**src/rtl/alu_ctrl_pkg.sv**
```systemverilog
// Shared definitions for the RV32IM ALU control unit: ALU op codes, aluop
// classes, sequencer state encoding and the decoder result bundle.
package alu_ctrl_pkg;

    localparam int CODE_W = 5;
    typedef logic [CODE_W-1:0] alu_code_t;

    localparam alu_code_t ALU_AND    = 5'd0;
    localparam alu_code_t ALU_OR     = 5'd1;
    localparam alu_code_t ALU_ADD    = 5'd2;
    localparam alu_code_t ALU_SLL    = 5'd3;
    localparam alu_code_t ALU_SLT    = 5'd4;
    localparam alu_code_t ALU_SLTU   = 5'd5;
    localparam alu_code_t ALU_SUB    = 5'd6;
    localparam alu_code_t ALU_XOR    = 5'd7;
    localparam alu_code_t ALU_SRL    = 5'd8;
    localparam alu_code_t ALU_SRA    = 5'd9;
    localparam alu_code_t ALU_MUL    = 5'd10;
    localparam alu_code_t ALU_MULH   = 5'd11;
    localparam alu_code_t ALU_MULHSU = 5'd12;
    localparam alu_code_t ALU_MULHU  = 5'd13;
    localparam alu_code_t ALU_DIV    = 5'd14;
    localparam alu_code_t ALU_DIVU   = 5'd15;
    localparam alu_code_t ALU_REM    = 5'd16;
    localparam alu_code_t ALU_REMU   = 5'd17;

    localparam int ALUOP_MEM = 0;
    localparam int ALUOP_R   = 2;
    localparam int ALUOP_I   = 3;
    localparam int ALUOP_BR  = 7;

    typedef enum logic {
        ST_IDLE = 1'b0,
        ST_BUSY = 1'b1
    } state_t;

    typedef struct packed {
        alu_code_t code;
        logic      is_mul;
        logic      is_div;
        logic      illegal;
    } dec_t;

    // Base integer op selected by funct3 when funct7 carries no modifier.
    function automatic alu_code_t base_code(input logic [2:0] f3);
        case (f3)
            3'd0:    return ALU_ADD;
            3'd1:    return ALU_SLL;
            3'd2:    return ALU_SLT;
            3'd3:    return ALU_SLTU;
            3'd4:    return ALU_XOR;
            3'd5:    return ALU_SRL;
            3'd6:    return ALU_OR;
            default: return ALU_AND;
        endcase
    endfunction

endpackage

```
**src/rtl/alu_ctrl_dec.sv**
```systemverilog
// Combinational decode of aluop/funct3/funct7 into an ALU op code plus
// multi-cycle class flags; unsupported combinations fall back to ADD.
module alu_ctrl_dec
    import alu_ctrl_pkg::*;
#(
    parameter int ALUOP_W = 4
) (
    input  logic [ALUOP_W-1:0] i_aluop,
    input  logic [2:0]         i_funct3,
    input  logic [6:0]         i_funct7,
    output dec_t               o_dec
);

    dec_t w_dec;

    always_comb begin
        w_dec      = '0;
        w_dec.code = ALU_ADD;
        case (i_aluop)
            ALUOP_W'(ALUOP_MEM): w_dec.code = ALU_ADD;
            ALUOP_W'(ALUOP_R): begin
                if (i_funct7 == 7'd0) begin
                    w_dec.code = base_code(i_funct3);
                end else if (i_funct7 == 7'd32) begin
                    if (i_funct3 == 3'd0)      w_dec.code = ALU_SUB;
                    else if (i_funct3 == 3'd5) w_dec.code = ALU_SRA;
                    else                       w_dec.illegal = 1'b1;
                end else if (i_funct7 == 7'd1) begin
                    // M-extension ops are laid out contiguously in funct3 order.
                    w_dec.code   = ALU_MUL + alu_code_t'(i_funct3);
                    w_dec.is_mul = ~i_funct3[2];
                    w_dec.is_div = i_funct3[2];
                end else begin
                    w_dec.illegal = 1'b1;
                end
            end
            ALUOP_W'(ALUOP_I): begin
                if (i_funct3 != 3'd5)       w_dec.code = base_code(i_funct3);
                else if (i_funct7 == 7'd0)  w_dec.code = ALU_SRL;
                else if (i_funct7 == 7'd32) w_dec.code = ALU_SRA;
                else                        w_dec.illegal = 1'b1;
            end
            ALUOP_W'(ALUOP_BR): begin
                case (i_funct3[2:1])
                    2'd0:    w_dec.code = ALU_XOR;
                    2'd2:    w_dec.code = ALU_SLT;
                    2'd3:    w_dec.code = ALU_SLTU;
                    default: w_dec.illegal = 1'b1;
                endcase
            end
            default: w_dec.illegal = 1'b1;
        endcase
        if (w_dec.illegal) begin
            w_dec.code   = ALU_ADD;
            w_dec.is_mul = 1'b0;
            w_dec.is_div = 1'b0;
        end
    end

    assign o_dec = w_dec;

endmodule

```
**src/rtl/alu_ctrl_seq.sv**
```systemverilog
// Registered ALU control unit: decodes each accepted op and, for RV32M
// multiply/divide, holds the unit busy and stalls the front end for its latency.
module alu_ctrl_seq
    import alu_ctrl_pkg::*;
#(
    parameter int ALUOP_W    = 4,
    parameter int DEC_W      = 5,
    parameter int MUL_CYCLES = 3,
    parameter int DIV_CYCLES = 33
) (
    input  logic               i_clock,
    input  logic               i_reset,
    input  logic               i_flush,
    input  logic               i_in_valid,
    output logic               o_in_ready,
    input  logic [ALUOP_W-1:0] i_aluop,
    input  logic [2:0]         i_funct3,
    input  logic [6:0]         i_funct7,
    output logic [DEC_W-1:0]   o_alu_decode,
    output logic               o_alu_start,
    output logic               o_out_valid,
    output logic               o_stall,
    output logic               o_illegal
);

    localparam int MAX_LAT = (MUL_CYCLES > DIV_CYCLES) ? MUL_CYCLES : DIV_CYCLES;
    localparam int CNT_W   = $clog2(MAX_LAT + 1);
    localparam logic [CNT_W-1:0] MUL_LOAD = CNT_W'(MUL_CYCLES - 1);
    localparam logic [CNT_W-1:0] DIV_LOAD = CNT_W'(DIV_CYCLES - 1);

    dec_t             w_dec;
    logic             w_accept;

    state_t           r_state,     w_state_nxt;
    logic [CNT_W-1:0] r_cnt,       w_cnt_nxt;
    logic [DEC_W-1:0] r_decode,    w_decode_nxt;
    logic             r_out_valid, w_out_valid_nxt;
    logic             r_start,     w_start_nxt;
    logic             r_stall,     w_stall_nxt;
    logic             r_illegal,   w_illegal_nxt;

    alu_ctrl_dec #(
        .ALUOP_W (ALUOP_W)
    ) u_dec (
        .i_aluop  (i_aluop),
        .i_funct3 (i_funct3),
        .i_funct7 (i_funct7),
        .o_dec    (w_dec)
    );

    assign o_in_ready = (r_state == ST_IDLE);
    assign w_accept   = i_in_valid & o_in_ready & ~i_flush;

    // Pulses default low each cycle; flush beats accept and the busy countdown.
    always_comb begin
        w_state_nxt     = r_state;
        w_cnt_nxt       = r_cnt;
        w_decode_nxt    = r_decode;
        w_out_valid_nxt = 1'b0;
        w_start_nxt     = 1'b0;
        w_stall_nxt     = r_stall;
        w_illegal_nxt   = 1'b0;

        if (i_flush) begin
            w_state_nxt = ST_IDLE;
            w_cnt_nxt   = '0;
            w_stall_nxt = 1'b0;
        end else if (w_accept) begin
            w_decode_nxt = DEC_W'(w_dec.code);
            if (w_dec.is_mul || w_dec.is_div) begin
                w_state_nxt = ST_BUSY;
                w_cnt_nxt   = w_dec.is_mul ? MUL_LOAD : DIV_LOAD;
                w_start_nxt = 1'b1;
                w_stall_nxt = 1'b1;
            end else begin
                w_out_valid_nxt = 1'b1;
                w_illegal_nxt   = w_dec.illegal;
            end
        end else if (r_state == ST_BUSY) begin
            w_cnt_nxt = r_cnt - CNT_W'(1);
            if (r_cnt == CNT_W'(1)) begin
                w_state_nxt     = ST_IDLE;
                w_stall_nxt     = 1'b0;
                w_out_valid_nxt = 1'b1;
            end
        end
    end

    always_ff @(posedge i_clock or posedge i_reset) begin
        if (i_reset) begin
            r_state     <= ST_IDLE;
            r_cnt       <= '0;
            r_decode    <= '0;
            r_out_valid <= 1'b0;
            r_start     <= 1'b0;
            r_stall     <= 1'b0;
            r_illegal   <= 1'b0;
        end else begin
            r_state     <= w_state_nxt;
            r_cnt       <= w_cnt_nxt;
            r_decode    <= w_decode_nxt;
            r_out_valid <= w_out_valid_nxt;
            r_start     <= w_start_nxt;
            r_stall     <= w_stall_nxt;
            r_illegal   <= w_illegal_nxt;
        end
    end

    assign o_alu_decode = r_decode;
    assign o_alu_start  = r_start;
    assign o_out_valid  = r_out_valid;
    assign o_stall      = r_stall;
    assign o_illegal    = r_illegal;

endmodule

```
**config.mk**
```make
export PLATFORM = sky130hd
export DESIGN_NAME = alu_ctrl_seq
export DESIGN_NICKNAME = d
export VERILOG_FILES = /design/src/rtl/alu_ctrl_pkg.sv /design/src/rtl/alu_ctrl_dec.sv /design/src/rtl/alu_ctrl_seq.sv
export SDC_FILE = /design/constraint.sdc
export NUM_CORES = 1
export LEC_CHECK = 0
export ABC_AREA = 1
export BUFFER_PORTS_ARGS = -buffer_cell sky130_fd_sc_hd__buf_4
export CAP_MARGIN = 20
export CELL_PAD_IN_SITES_DETAIL_PLACEMENT = 1
export CELL_PAD_IN_SITES_GLOBAL_PLACEMENT = 2
export CORE_MARGIN = 2
export CORE_UTILIZATION = 29
export CTS_BUF_LIST = sky130_fd_sc_hd__clkbuf_4 sky130_fd_sc_hd__clkbuf_8 sky130_fd_sc_hd__clkbuf_16
export CTS_CLUSTER_DIAMETER = 40
export CTS_CLUSTER_SIZE = 16
export DETAILED_ROUTE_END_ITERATION = 8
export GPL_TIMING_DRIVEN = 0
export PLACE_DENSITY = 0.76
export SLEW_MARGIN = 5
export SYNTH_ARGS = -nofsm -noshare
export SYNTH_HDL_FRONTEND = slang
export SYNTH_SLANG_ARGS = --single-unit
```
**constraint.sdc**
```tcl
create_clock -name i_clock -period 1.3 [get_ports i_clock]
set_input_delay 0.26 -clock i_clock [delete_from_list [all_inputs] [get_ports i_clock]]
set_output_delay 0.26 -clock i_clock [all_outputs]
set_load 0.02 [all_outputs]
```
==> key figures <==
Timing
  – Final number of hold-violating endpoints: 0
  – Share of the clock period used by the worst path: 96.4%
  – Minimum clock period after layout: 1250 ps
  – Actual transition at the worst max-transition pin: 616 ps
  – Achievable clock frequency: 798 MHz
  – Headroom to the max-slew limit: 58.9%
  – RSZ-0062 raised after global routing: true
  – Slew Limit Fails: 0
  – Clock tree skew after final layout: 4.13 ps
  – Final setup violation count: 0
  – Post-route setup slack: 47.4 ps

Drt
  – Average via count per standard cell: 4.81
  – Final routed wire length divided by cell count: 13.5 um
  – Antenna-violating nets left: 0
  – # DRC: 0
  – DRT Pass-1 Iters: 4
  – Number of vias in the routed layout: 1418
  – Drt total wl: 3990 um
  – Starting DRT DRC Count: 36

Clock network
  – CTS clock-pin slew for the worst setup and hold paths: 60 ps
  – TritonCTS clock tree: built
  – Number of buffers added by the clock tree synthesis step: 3
  – Clk Latency, worst-skew pair: 250 ps
  – CTS H-Tree Depth: 1
  – CTS hold repair buffers: 0
  – Worst-case clock buffer depth: 2
  – Number of sinks driven by the clock tree: 16
  – Cell chosen for the clock root: sky130_fd_sc_hd__clkbuf_8

Power
  – Net Sw Power: 517 uW
  – Part of the power in the clock network: 28.0%
  – Combinational group share of total power: 33.6%
  – Power per cell area: 817 nW/um2
  – Leakage power figure: 0.000917 uW
  – Worst-case vdd ir drop: 0.346 mV
  – Switching power as a share of total power: 33.3%
  – Overall power after layout: 1550 uW
  – Internal power: 1030 uW
  – Proportion of power drawn by flip-flops and latches: 38.4%

Setup path
  – Required time of the critical path: 1480 ps
  – CP max FO: 3
  – Startpoint type of the worst setup path: register
  – Worst R2R End: r_cnt[4]
  – Setup slack on the worst flop-to-flop path: 50 ps
  – Count of cells along the worst register-to-register path: 7
  – Launching point of the worst reg2reg path: r_cnt[0]
  – Crit Path Class: reg2reg
  – Critical path endpoint category: register
  – Worst endpoint data arrival time: 1430 ps

Floorplan
  – Core Footprint: 4440 um2
  – Die area: 5250 um2
  – Num rows: 24
  – Die Span X: 72.5 um
  – Starting density of the core: 30.6%
  – I/O pin count: 28
  – Vertical die dimension: 72.5 um

Synthesis
  – Largest cells by area after synthesis: sky130_fd_sc_hd__dfrtp_1 29%, sky130_fd_sc_hd__nand2_1 15%, sky130_fd_sc_hd__nand3_1 8.1%, sky130_fd_sc_hd__nor2_1 7.5%, sky130_fd_sc_hd__ha_1 6.4%
  – Avg Inst Size Synth: 6.73 um2
  – Netlist area before placement: 1360 um2
  – Gate count after technology mapping: 202
  – Yosys warns: 0
  – Synth top area share: 29.4%
  – Library cell with the largest summed area after synthesis: sky130_fd_sc_hd__dfrtp_1
  – Flop and latch count out of synthesis: 16
  – Proportion of synthesized chip area in sequential cells: 29.4%
  – Post-Synthesis Net Count: 227
  – Netlist cell types: 26

Global routing
  – GRT Util Overall: 16.6%
  – Antenna violations before repair: 0
  – Pin count of the biggest net entering global routing: 17
  – Overflow left after global routing: 0
  – Vias in the first global route: 1451
  – First-pass GRT wire length: 6880 um

Layout
  – Signed area change from the synthesized netlist to the final layout: 39.6%
  – Post-Layout Cell Count: 295
  – Layout net count: 269
  – Finished Cell Area: 1900 um2
  – Fraction of final layout cells with drive strength greater than 1: 37.9%
  – Count of inserted antenna diode cells: 0
  – Layout filler cell count: 583

Placement
  – Input/output buffers: 27
  – Number of placed instances with taps included: 281
  – Setup Slack @ Placement: -328 ps
  – Post-detail-place hpwl: 3290 um
  – Routability congestion estimate from global placement: 0.784
  – Post-DP Area: 1640 um2

Hold path
  – Tightest Hold Check Type: in2async

Status
  – Run status: complete, no violations

Run
  – MaxCap Viol Count: 0
cells in the mapped netlist (all sizes together):
library cell and count:
nand3 25, nand2 57, nand3b 2, a21oi 5, dfrtp 16, nor3 3, nor2 37, inv 29
xor2 2, or2 1, ha 7, o41ai 1, o21ai 10, o22ai 1, a31oi 1, nand4 5
timing repair:
item	4_1_cts	5_1_grt
pin swaps	2	10
setup buffers	7	3
gates resized for setup	8	29
setup endpoints to repair	11	11
sequential cells by signal, indices dropped and copies added, names as in the netlist:
name / cells
o_alu_decode: 5
o_illegal: 1
o_alu_start: 1
o_out_valid: 1
r_cnt: 6
r_state: 1
o_stall: 1
through the flow:
step                hold slack [ps]  util [%]  setup TNS [ps]
global route                    150      42.7            -212
CTS                             115      39.8           -5.49
floorplan                       174         -               0
global placement                370      37.0           -1570
finish                         91.0      42.7               0
detailed placement              386      37.0           -1970
cell families after synthesis:
| kind of cell | Yosys count | synth area share, % |
|---|---|---|
| AND/OR/NAND/NOR | 130 | 47.2 |
| adder cells (fa/ha/maj) | 7 | 6.44 |
| flip-flops | 16 | 29.4 |
| AO/OA/AOI/OAI | 18 | 7.64 |
| XOR/XNOR | 2 | 1.29 |
| buffers and inverters | 29 | 8.00 |
critical path, cell delays in order (launching register included):
cell,delay [ps]
sky130_fd_sc_hd__dfrtp_1,420
sky130_fd_sc_hd__inv_1,130
sky130_fd_sc_hd__ha_2,230
sky130_fd_sc_hd__nand2_1,70
sky130_fd_sc_hd__xor2_1,140
sky130_fd_sc_hd__nor2_1,80
sky130_fd_sc_hd__nand2_1,50
sky130_fd_sc_hd__o21ai_1,70
power groups by stage:
stage,Sequential [uW],Clock [uW],Combinational (uW)
2_1_floorplan,587,0,294
4_1_cts,585,455,481
5_1_grt,602,477,591
3_3_place_gp,586,0,427
6_report,594,434,521
3_5_place_dp,593,0,449
layout by cell type (no fill, tap or decap), drive strengths merged, types with 2 or more instances in the layout:
cell and n:
a21oi 5, buf 37, clkbuf 4, dfrtp 16, ha 7, inv 27
nand2 57, nand3 25, nand3b 2, nand4 5, nor2 37, nor3 3
o21ai 10, xor2 2
worst max path at each step:
stage | from | slack, ps | end | cells past startpoint
global placement | i_funct3[2] | -300 | o_alu_decode[1] | 10
finish | r_cnt[0] | 50 | r_cnt[4] | 7
CTS | r_cnt[1] | -5 | o_stall | 7
detailed placement | i_funct3[2] | -330 | o_alu_decode[1] | 10
global route | r_cnt[1] | -60 | o_stall | 7
floorplan | r_state | 10 | r_cnt[1] | 6
area by class of cell:
class | count | area [um2] | area share (%)
tap | 52 | 65.1 | 3.43
sequential | 16 | 403 | 21.2
timing repair buffer | 37 | 289 | 15.2
inverter | 29 | 120 | 6.33
clock buffer | 4 | 55.1 | 2.90
multi-input combinational | 157 | 966 | 50.9
routing by layer:
metal | global-route usage (%) | wire [um] | up-vias
met4 | 4.32 | 34 | 0
li1 | - | - | 728
met2 | 27.6 | 1880 | 25
met1 | 22.9 | 1960 | 663
met5 | 0 | 0 | -
met3 | 1.94 | 117 | 2
Note: power is estimated with default switching activity, not from simulation.
